===== config.mk =====
export PLATFORM = sky130hd
export DESIGN_NAME = dice_game_n
export DESIGN_NICKNAME = d
export VERILOG_FILES = /design/src/rtl/dice_pkg.sv /design/src/rtl/dice_seg7.sv /design/src/rtl/dice_game_n.sv
export SDC_FILE = /design/constraint.sdc
export NUM_CORES = 1
export LEC_CHECK = 0
export ABC_AREA = 1
export CAP_MARGIN = 25
export CORE_MARGIN = 4
export CORE_UTILIZATION = 49
export CTS_BUF_LIST = sky130_fd_sc_hd__clkbuf_4 sky130_fd_sc_hd__clkbuf_8
export DETAILED_ROUTE_END_ITERATION = 10
export PLACE_DENSITY = 0.9
export SYNTH_ARGS = -nofsm -noshare
export SYNTH_HDL_FRONTEND = slang
export SYNTH_SLANG_ARGS = --single-unit

===== constraint.sdc =====
create_clock -name clk -period 4.17 [get_ports clk]
set_clock_uncertainty 0.1 [all_clocks]
set_input_delay 0.6255 -clock clk [delete_from_list [all_inputs] [get_ports clk]]
set_output_delay 0.6255 -clock clk [all_outputs]
set_load 0.05 [all_outputs]

===== src/rtl/dice_pkg.sv =====
// rtl/dice_pkg.sv - shared types, default craps rules and 7-segment patterns for the dice game
package dice_pkg;

  typedef enum logic [2:0] {
    ST_IDLE,
    ST_COME_OUT,
    ST_POINT_WAIT,
    ST_POINT_ROLL,
    ST_WIN,
    ST_LOSE
  } state_t;

  // Default craps rule sums
  localparam int DEF_WIN_A  = 7;
  localparam int DEF_WIN_B  = 11;
  localparam int DEF_LOSE_A = 2;
  localparam int DEF_LOSE_B = 3;
  localparam int DEF_LOSE_C = 12;

  // Active-high segment patterns, bit0=a ... bit6=g
  localparam logic [6:0] SEG_0 = 7'h3F;
  localparam logic [6:0] SEG_1 = 7'h06;
  localparam logic [6:0] SEG_2 = 7'h5B;
  localparam logic [6:0] SEG_3 = 7'h4F;
  localparam logic [6:0] SEG_4 = 7'h66;
  localparam logic [6:0] SEG_5 = 7'h6D;
  localparam logic [6:0] SEG_6 = 7'h7D;
  localparam logic [6:0] SEG_7 = 7'h07;
  localparam logic [6:0] SEG_8 = 7'h7F;
  localparam logic [6:0] SEG_9 = 7'h6F;

endpackage


===== src/rtl/dice_seg7.sv =====
// rtl/dice_seg7.sv - combinational die value to 7-segment decoder
module dice_seg7
  import dice_pkg::*;
#(
  parameter int W = 3
) (
  input  logic [W-1:0] value,
  output logic [6:0]   seg
);

  logic [3:0] v4;

  assign v4 = 4'(value);

  // Map a digit to its segment pattern; out-of-range values blank the digit
  always_comb begin
    seg = 7'h00;
    case (v4)
      4'd0: seg = SEG_0;
      4'd1: seg = SEG_1;
      4'd2: seg = SEG_2;
      4'd3: seg = SEG_3;
      4'd4: seg = SEG_4;
      4'd5: seg = SEG_5;
      4'd6: seg = SEG_6;
      4'd7: seg = SEG_7;
      4'd8: seg = SEG_8;
      4'd9: seg = SEG_9;
      default: seg = 7'h00;
    endcase
  end

endmodule


===== src/rtl/dice_game_n.sv =====
// rtl/dice_game_n.sv - odometer-chained dice counters with a craps scoring state machine
module dice_game_n
  import dice_pkg::*;
#(
  parameter int NUM_DICE = 2,
  parameter int FACES    = 6,
  parameter int WIN_A    = DEF_WIN_A,
  parameter int WIN_B    = DEF_WIN_B,
  parameter int LOSE_A   = DEF_LOSE_A,
  parameter int LOSE_B   = DEF_LOSE_B,
  parameter int LOSE_C   = DEF_LOSE_C,
  localparam int DW      = $clog2(FACES + 1),
  localparam int SW      = $clog2(NUM_DICE * FACES + 1)
) (
  input  logic                   clk,
  input  logic                   rst,
  input  logic                   roll,
  input  logic                   new_game,
  output logic [NUM_DICE*DW-1:0] dice_out,
  output logic [SW-1:0]          sum_out,
  output logic [NUM_DICE*7-1:0]  segdisp,
  output logic [SW-1:0]          point,
  output logic                   win,
  output logic                   lose,
  output logic [7:0]             roll_count
);

  localparam int MAX_SUM = NUM_DICE * FACES;
  localparam logic [DW-1:0] FACES_V = DW'(FACES);
  localparam logic [DW-1:0] ONE_V   = DW'(1);

  // Rule sums that cannot be reached by this many dice never match
  // (avoids a truncated constant aliasing onto a reachable sum)
  localparam bit WIN_A_OK  = (WIN_A  <= MAX_SUM);
  localparam bit WIN_B_OK  = (WIN_B  <= MAX_SUM);
  localparam bit LOSE_A_OK = (LOSE_A <= MAX_SUM);
  localparam bit LOSE_B_OK = (LOSE_B <= MAX_SUM);
  localparam bit LOSE_C_OK = (LOSE_C <= MAX_SUM);
  localparam logic [SW-1:0] WIN_A_S  = SW'(WIN_A);
  localparam logic [SW-1:0] WIN_B_S  = SW'(WIN_B);
  localparam logic [SW-1:0] LOSE_A_S = SW'(LOSE_A);
  localparam logic [SW-1:0] LOSE_B_S = SW'(LOSE_B);
  localparam logic [SW-1:0] LOSE_C_S = SW'(LOSE_C);

  state_t              state, state_d;
  logic [DW-1:0]       die_q [NUM_DICE];
  logic [NUM_DICE-1:0] adv;
  logic                roll_q;
  logic                release_evt;
  logic                count_en;
  logic [SW-1:0]       point_d;
  logic [7:0]          roll_count_d;
  logic [7:0]          roll_count_inc;
  logic                hit_win_a, hit_natural, hit_craps;

  assign release_evt    = roll_q & ~roll;
  assign count_en       = roll & (state inside {ST_IDLE, ST_COME_OUT, ST_POINT_WAIT, ST_POINT_ROLL});
  assign roll_count_inc = (roll_count == 8'hFF) ? 8'hFF : roll_count + 8'd1;

  assign hit_win_a   = WIN_A_OK && (sum_out == WIN_A_S);
  assign hit_natural = hit_win_a || (WIN_B_OK && (sum_out == WIN_B_S));
  assign hit_craps   = (LOSE_A_OK && (sum_out == LOSE_A_S)) ||
                       (LOSE_B_OK && (sum_out == LOSE_B_S)) ||
                       (LOSE_C_OK && (sum_out == LOSE_C_S));

  // Odometer carry chain: die k steps when every lower die steps and wraps
  always_comb begin
    adv    = '0;
    adv[0] = count_en;
    for (int k = 1; k < NUM_DICE; k++) begin
      adv[k] = adv[k-1] && (die_q[k-1] == FACES_V);
    end
  end

  // Die registers: step 1..FACES with wrap back to 1
  always_ff @(posedge clk or negedge rst) begin
    if (!rst) begin
      for (int k = 0; k < NUM_DICE; k++) die_q[k] <= ONE_V;
    end else begin
      for (int k = 0; k < NUM_DICE; k++) begin
        if (adv[k]) die_q[k] <= (die_q[k] == FACES_V) ? ONE_V : die_q[k] + ONE_V;
      end
    end
  end

  // Sum of all dice, combinational from the die registers
  always_comb begin
    sum_out = '0;
    for (int k = 0; k < NUM_DICE; k++) sum_out = sum_out + SW'(die_q[k]);
  end

  // Per-die bus packing and digit decoders
  for (genvar g = 0; g < NUM_DICE; g++) begin : g_die
    assign dice_out[g*DW +: DW] = die_q[g];
    dice_seg7 #(.W(DW)) u_seg (
      .value (die_q[g]),
      .seg   (segdisp[g*7 +: 7])
    );
  end

  // Game state, scoring results and roll edge history
  always_ff @(posedge clk or negedge rst) begin
    if (!rst) begin
      state      <= ST_IDLE;
      roll_q     <= 1'b0;
      point      <= '0;
      roll_count <= 8'd0;
      win        <= 1'b0;
      lose       <= 1'b0;
    end else begin
      state      <= state_d;
      roll_q     <= roll;
      point      <= point_d;
      roll_count <= roll_count_d;
      win        <= (state_d == ST_WIN);
      lose       <= (state_d == ST_LOSE);
    end
  end

  // Next state and scoring; new_game overrides any release on the same edge
  always_comb begin
    state_d      = state;
    point_d      = point;
    roll_count_d = roll_count;
    if (new_game) begin
      state_d      = ST_IDLE;
      point_d      = '0;
      roll_count_d = 8'd0;
    end else begin
      case (state)
        ST_IDLE: begin
          if (roll) state_d = ST_COME_OUT;
        end
        ST_COME_OUT: begin
          if (release_evt) begin
            roll_count_d = roll_count_inc;
            if (hit_natural) begin
              state_d = ST_WIN;
            end else if (hit_craps) begin
              state_d = ST_LOSE;
            end else begin
              point_d = sum_out;
              state_d = ST_POINT_WAIT;
            end
          end
        end
        ST_POINT_WAIT: begin
          if (roll) state_d = ST_POINT_ROLL;
        end
        ST_POINT_ROLL: begin
          if (release_evt) begin
            roll_count_d = roll_count_inc;
            if (sum_out == point)  state_d = ST_WIN;
            else if (hit_win_a)    state_d = ST_LOSE;
            else                   state_d = ST_POINT_WAIT;
          end
        end
        default: state_d = state;
      endcase
    end
  end

endmodule


==> metrics.md, run 1 <==
| Metric | Value |
|---|---|
| Synth unique cells | 30 |
| First-pass GRT wire length | 6820 µm |
| Tcrit/Tclk final | 78.5% |
| DRT Wirelength | 3980 µm |
| Final setup viols | 0 |
| Sequential share of the synthesized area | about a third |
| Crit path launch | dice_out[0] |
| Skew-Pair Late Insertion Delay | approximately 0.33 ns |
| Row Count | 21 |
| Status | finished, final reports clean |
| CTS tree | yes |
| Initial Util | between 50% and 60% |
| Fin nets | 300 |
| Core area | 3420 µm² |
| Grt ovf | 0 |
| Register bit total from synthesis | 24 |
| Leading area contributor after synthesis | dfrtp_1 |
| Port-buffer cells | 41 |
| Slew headroom | 64.6% |
| Vias | 1598 |
| Synth cell count leaders | nand2_1, inv_1, dfrtp_1 |
| Post-route ant nets | 0 |
| GRT Util Overall | approximately 19% |
| Routed length per placed instance | 12.4 µm |
| Worst r2r src | dice_out[3] |
| Hold Vio Cnt, Final | 0 |
| Clock root buffer | clkbuf_4 |
| N_diodes | 0 |
| CTS H-tree lvls | 1 |
| Initial antenna violation count | 0 |
| Postcts setup bufs | 0 |
| Final GP Congestion | approximately 0.9 |
| Post-Synthesis Cells | between 200 and 250 |
| Hold WC Path Type | in -> async |
| Die Wd | 68.1 µm |
| FFs w/ async S/R, synth | 100% |
| Pre-antenna DRT Iters | 4 |
| Max Cap Viol | 0 |
| Worst hold margin | 0.432 ns |
| FMAX | 305 MHz |
| I/O Pins | 42 |
| Post-synthesis average cell area | 7.73 µm² |
| CP required | 3.44 ns |
| CP endpoint kind | output pin |
| Period minus WS final | approximately 3.3 ns |
| Setup CP Type | reg -> out |
| First DRT Iteration DRCs | 107 |
| Largest net degree at the start of global routing | 25 |
| Vias in the first global route | 1562 |
| Ys Warns | 0 |
| Fraction of layout cells with a size suffix above 1 | 11.7% |
| Synth top area cells | dfrtp_1, ha_1, nand2_1 |
| Worst path arrival time | approximately 2.6 ns |
| RSZ-0062 raised after global routing | false |
| Actual slew at the worst max-slew pin | 0.529 ns |
| Clock Path Buffers | 2 |
| Syn Nets | 254 |
| Setup TNS Final | 0 ns |
| Synthesized cell area | around 1800 µm² |
| Num CTS Buffers | 3 |
| Die ar. | around 4600 µm² |
| Layout Area Growth over Synthesis | 30.8% |
| Crit-path max FO | 9 |
| Slew Limit Fails | 0 |
| Top_reg_cell synth | dfrtp_1 |
| Residual DRC | 0 |
| Area share of the largest cell type after synthesis | 31.1% |
| Cts repair resizes | 0 |
| Worst-path clk slew | 0.14 ns |
| Post-CTS Hold Fix Bufs | 0 |
| EDFF count, synth | 0 |
| Die height | 68.1 µm |
| Cell with the most instances after synthesis | nand2_1 |
| Half-perimeter wire length after placement | 3100 µm |
| Worst Setup Start Kind | register |
| Vias per inst | 4.99 |
| CTS sink cnt | 24 |
-- through the flow --
| step | cell area [µm²] | setup slack [ns] | instances | utilization, % |
|---|---|---|---|---|
| after floorplan | 1770 | 1.17 | 229 | - |
| after global placement | 2230 | 1.32 | 315 | 65.4 |
| after detailed placement | 2230 | 1.27 | 315 | 65.4 |
| after CTS | 2290 | 0.900 | 319 | 66.9 |
| after global routing | 2310 | 0.836 | 320 | 67.7 |
| final | 2310 | 0.896 | 320 | 67.7 |
-- metal layers --
metal / up-vias / GRT usage (%) / part of all wire [%]
li1: 823 / - / -
met3: 5 / 0.985 / 2.7
met4: 0 / 6.70 / 1.7
met2: 33 / 33.6 / 49
met1: 737 / 25.3 / 47
met5: - / 0 / 0
-- cell type report --
cell class | count | area [µm²]
clock buffers | 3 | 22.5
clock inverters | 1 | 30.0
fillers | 270 | 1100
inverters | 35 | 131
multi-input cells | 169 | 1030
flip-flops and latches | 24 | 603
well taps | 46 | 57.6
repair buffers | 42 | 438
-- logic make-up (layout without fill, tap and decap cells) --
kind of cell	count (synthesis)	count (layout)	synth area share (%)
simple gates	106	106	28.3
compound gates	37	37	12.2
buf+inv	36	81	7.64
flops	24	24	34.1
fa+ha+maj	21	21	15.3
xor+xnor	5	5	2.48
-- critical path, cell delays in order (launching register included) --
cell             delay (ns)
dfstp_2                0.44
ha_1                   0.24
fa_1                   0.42
inv_1                  0.10
nand2_2                0.07
nand2_2                0.13
clkdlybuf4s50_1        0.82
-- final timing paths --
kind | endpoint | slack, ns | cells past startpoint
worst max register to register | lose | 1.62 | 13
worst min-delay path | point[1] | 0.43 | 1
worst min register to register | point[3] | 0.49 | 2
max in group asynchronous | dice_out[3] | 3.05 | 2
worst max-delay path | sum_out[2] | 0.90 | 6
min in group clk | point[3] | 0.49 | 2
-- layout by cell type, fill, tap and decap left out, types with 2 or more instances in the layout --
master,count
clkbuf_4,3
nand3_1,19
inv_1,31
o21ai_0,21
ha_1,20
o21ai_1,3
o211ai_1,2
xor2_1,4
or2_2,4
nor2_1,12
nor3_2,2
nand2_2,7
dfrtp_1,22
dfstp_2,2
clkdlybuf4s50_1,41
nand3_2,2
inv_2,3
a21oi_1,5
nand2_1,56
o22ai_2,2
-- registers in the layout (all words and copies together), names as in the netlist --
| signal | cells |
|---|---|
| lose | 1 |
| point | 4 |
| win | 1 |
| state | 3 |
| roll_q | 1 |
| roll_count | 8 |
| dice_out | 6 |
Power of run 1 is not shown: default switching activity piles up to over one toggle a cycle in this logic, so the estimate is an artifact.
==> run 2: changes to the inputs <==
Settings changed: CORE_UTILIZATION 49 to 47.
Clock period 4.17 ns to 2.8 ns, I/O delays scaled along.
==> metrics.md, run 2 (synthesis results as in run 1) <==
| Metric | Value |
|---|---|
| Status | finished, final reports clean |
| Vias per inst | 4.92 (-1.5%) |
| FMAX | 372 MHz |
| Period minus WS final | roughly 2.7 ns |
| Die height | 69.4 µm (+1.9%) |
| Port-buffer cells | 41 (unchanged) |
| Slew Limit Fails | 0 (unchanged) |
| Initial antenna violation count | 0 (unchanged) |
| Half-perimeter wire length after placement | 3050 µm (-1.7%) |
| Filler cell count | 298 (+10%) |
| CTS tree | yes |
| Die ar. | 4810 µm² (+3.8%) |
| Fin nets | 301 (+0.33%) |
| GRT Util Overall | 16.0% (-3.2 points) |
| Vias | 1588 (-0.63%) |
| Most frequent cells in the layout | nand2_1, inv_1, clkdlybuf4s50_1 |
| Residual DRC | 0 (unchanged) |
| Postcts setup bufs | 0 (unchanged) |
| Worst r2r src | dice_out[0] |
| Max stage delay on crit path | 0.79 ns (-0.03 ns) |
| Fraction of layout cells with a size suffix above 1 | 14.5% (+2.9 points) |
| Final setup viols | 0 (unchanged) |
| Slew headroom | 65.6% (+0.96 points) |
| Multi-input logic area | 1030 µm² (unchanged) |
| Post-route ant nets | 0 (unchanged) |
| Setup CP Type | reg -> out |
| Clock Path Buffers | 2 (unchanged) |
| Die Wd | 69.4 µm (+1.9%) |
| Largest net degree at the start of global routing | 25 (unchanged) |
| Worst path arrival time | 2.17 ns (-0.38 ns) |
| Clock root buffer | clkbuf_8 |
| Fin cells | 323 (+0.94%) |
| Grt ovf | 0 (unchanged) |
| CTS H-tree lvls | 1 (unchanged) |
| CP max stage cell | clkdlybuf4s50_1 |
| Final core occ | 63.2% (-4.5 points) |
| RSZ-0062 raised after global routing | false |
| Largest register FFs | 8 (unchanged) |
| Tcrit/Tclk final | a little over nine tenths |
| Skew-Pair Late Insertion Delay | 0.27 ns (-0.06 ns) |
| Num CTS Buffers | 3 (unchanged) |
| Initial Util | 48.3% (-3.5 points) |
| CTS sink cnt | 24 (unchanged) |
| First-pass GRT wire length | 6490 µm (-4.8%) |
| Commonest non-fill, non-tap cell in the layout | nand2_1 |
| Core area | 3660 µm² (+7.2%) |
| Max Cap Viol | 0 (unchanged) |
| N_diodes | 0 (unchanged) |
| First DRT Iteration DRCs | 73 (-32%) |
| Register area | 603 µm² (unchanged) |
| Routed length per placed instance | 12.1 µm (-2.9%) |
| Pre-antenna DRT Iters | 4 (unchanged) |
| Worst Setup Start Kind | register |
| Crit-path max FO | 8 (-1) |
| Setup TNS Final | 0 ns (unchanged) |
| CP required | 2.28 ns (-1.16 ns) |
| I/O Pins | 42 (unchanged) |
| Crit path launch | dice_out[1] |
| Row Count | 22 (+4.8%) |
| Hold Vio Cnt, Final | 0 (unchanged) |
| CP endpoint kind | output pin |
| Worst-path cell chain | ha_1 -> or2_2 -> nand2_1 -> clkdlybuf4s50_1 |
| Hold WC Path Type | in -> async |
| Final GP Congestion | 0.856 (-5.6%) |
| Vias in the first global route | 1457 (-6.7%) |
| Layout Area Growth over Synthesis | 30.8% (about the same) |
| Top reg by flops | roll_count |
| Worst-path clk slew | 0.09 ns (-0.05 ns) |
| DRT Wirelength | 3900 µm (-2.0%) |
| Actual slew at the worst max-slew pin | 0.516 ns (-0.0135 ns) |
| Dpl cells | 319 (+1.3%) |
## run 2: critical path, delay by kind of cell, from the launching register on
family	cells	cell delay, ns
DFF	1	0.52
adders and majority gates	1	0.23
buffers and inverters	1	0.79
and+or+nand+nor	2	0.36
## run 2: final timing paths
kind | to | slack, ns | depth (start not counted)
min in group clk | point[3] | 0.48 | 2
worst min register to register | point[3] | 0.48 | 2
max in group asynchronous | dice_out[0] | 1.90 | 2
worst max-delay path | segdisp[5] | 0.11 | 4
worst min-delay path | roll_count[3] | 0.40 | 2
worst max register to register | win | 0.35 | 13
## run 2: layout make-up
type	instances	share of cell area, %
Multi-Input combinational cell	169	44.5
Clock buffer	3	1.78
Clock inverter	1	1.30
Inverter	35	5.68
Timing Repair Buffer	43	18.1
Sequential cell	24	26.1
Tap cell	48	2.59
## run 2: through the flow
| step | setup WS, ns | hold WS (ns) | cell area [µm²] |
|---|---|---|---|
| floorplan | 0.00585 | 0.0244 | 1770 |
| global placement | 0.378 | 0.463 | 2230 |
| detailed placement | 0.357 | 0.468 | 2230 |
| CTS | 0.0177 | 0.414 | 2300 |
| global route | 0.0450 | 0.447 | 2310 |
| finish | 0.114 | 0.402 | 2310 |
## run 2: layer usage
metal	track usage [%]	part of all wire, %
met1	22.4	48
met2	25.3	47
met3	2.17	4.4
met4	5.86	1.4
met5	0	0
## run 2: timing repair
action                                  CTS  global route
endpoints found under the setup margin    0             4
resized for setup                         0             4
hold buffers                              0             0
Power of run 2 is left out for the same reason.
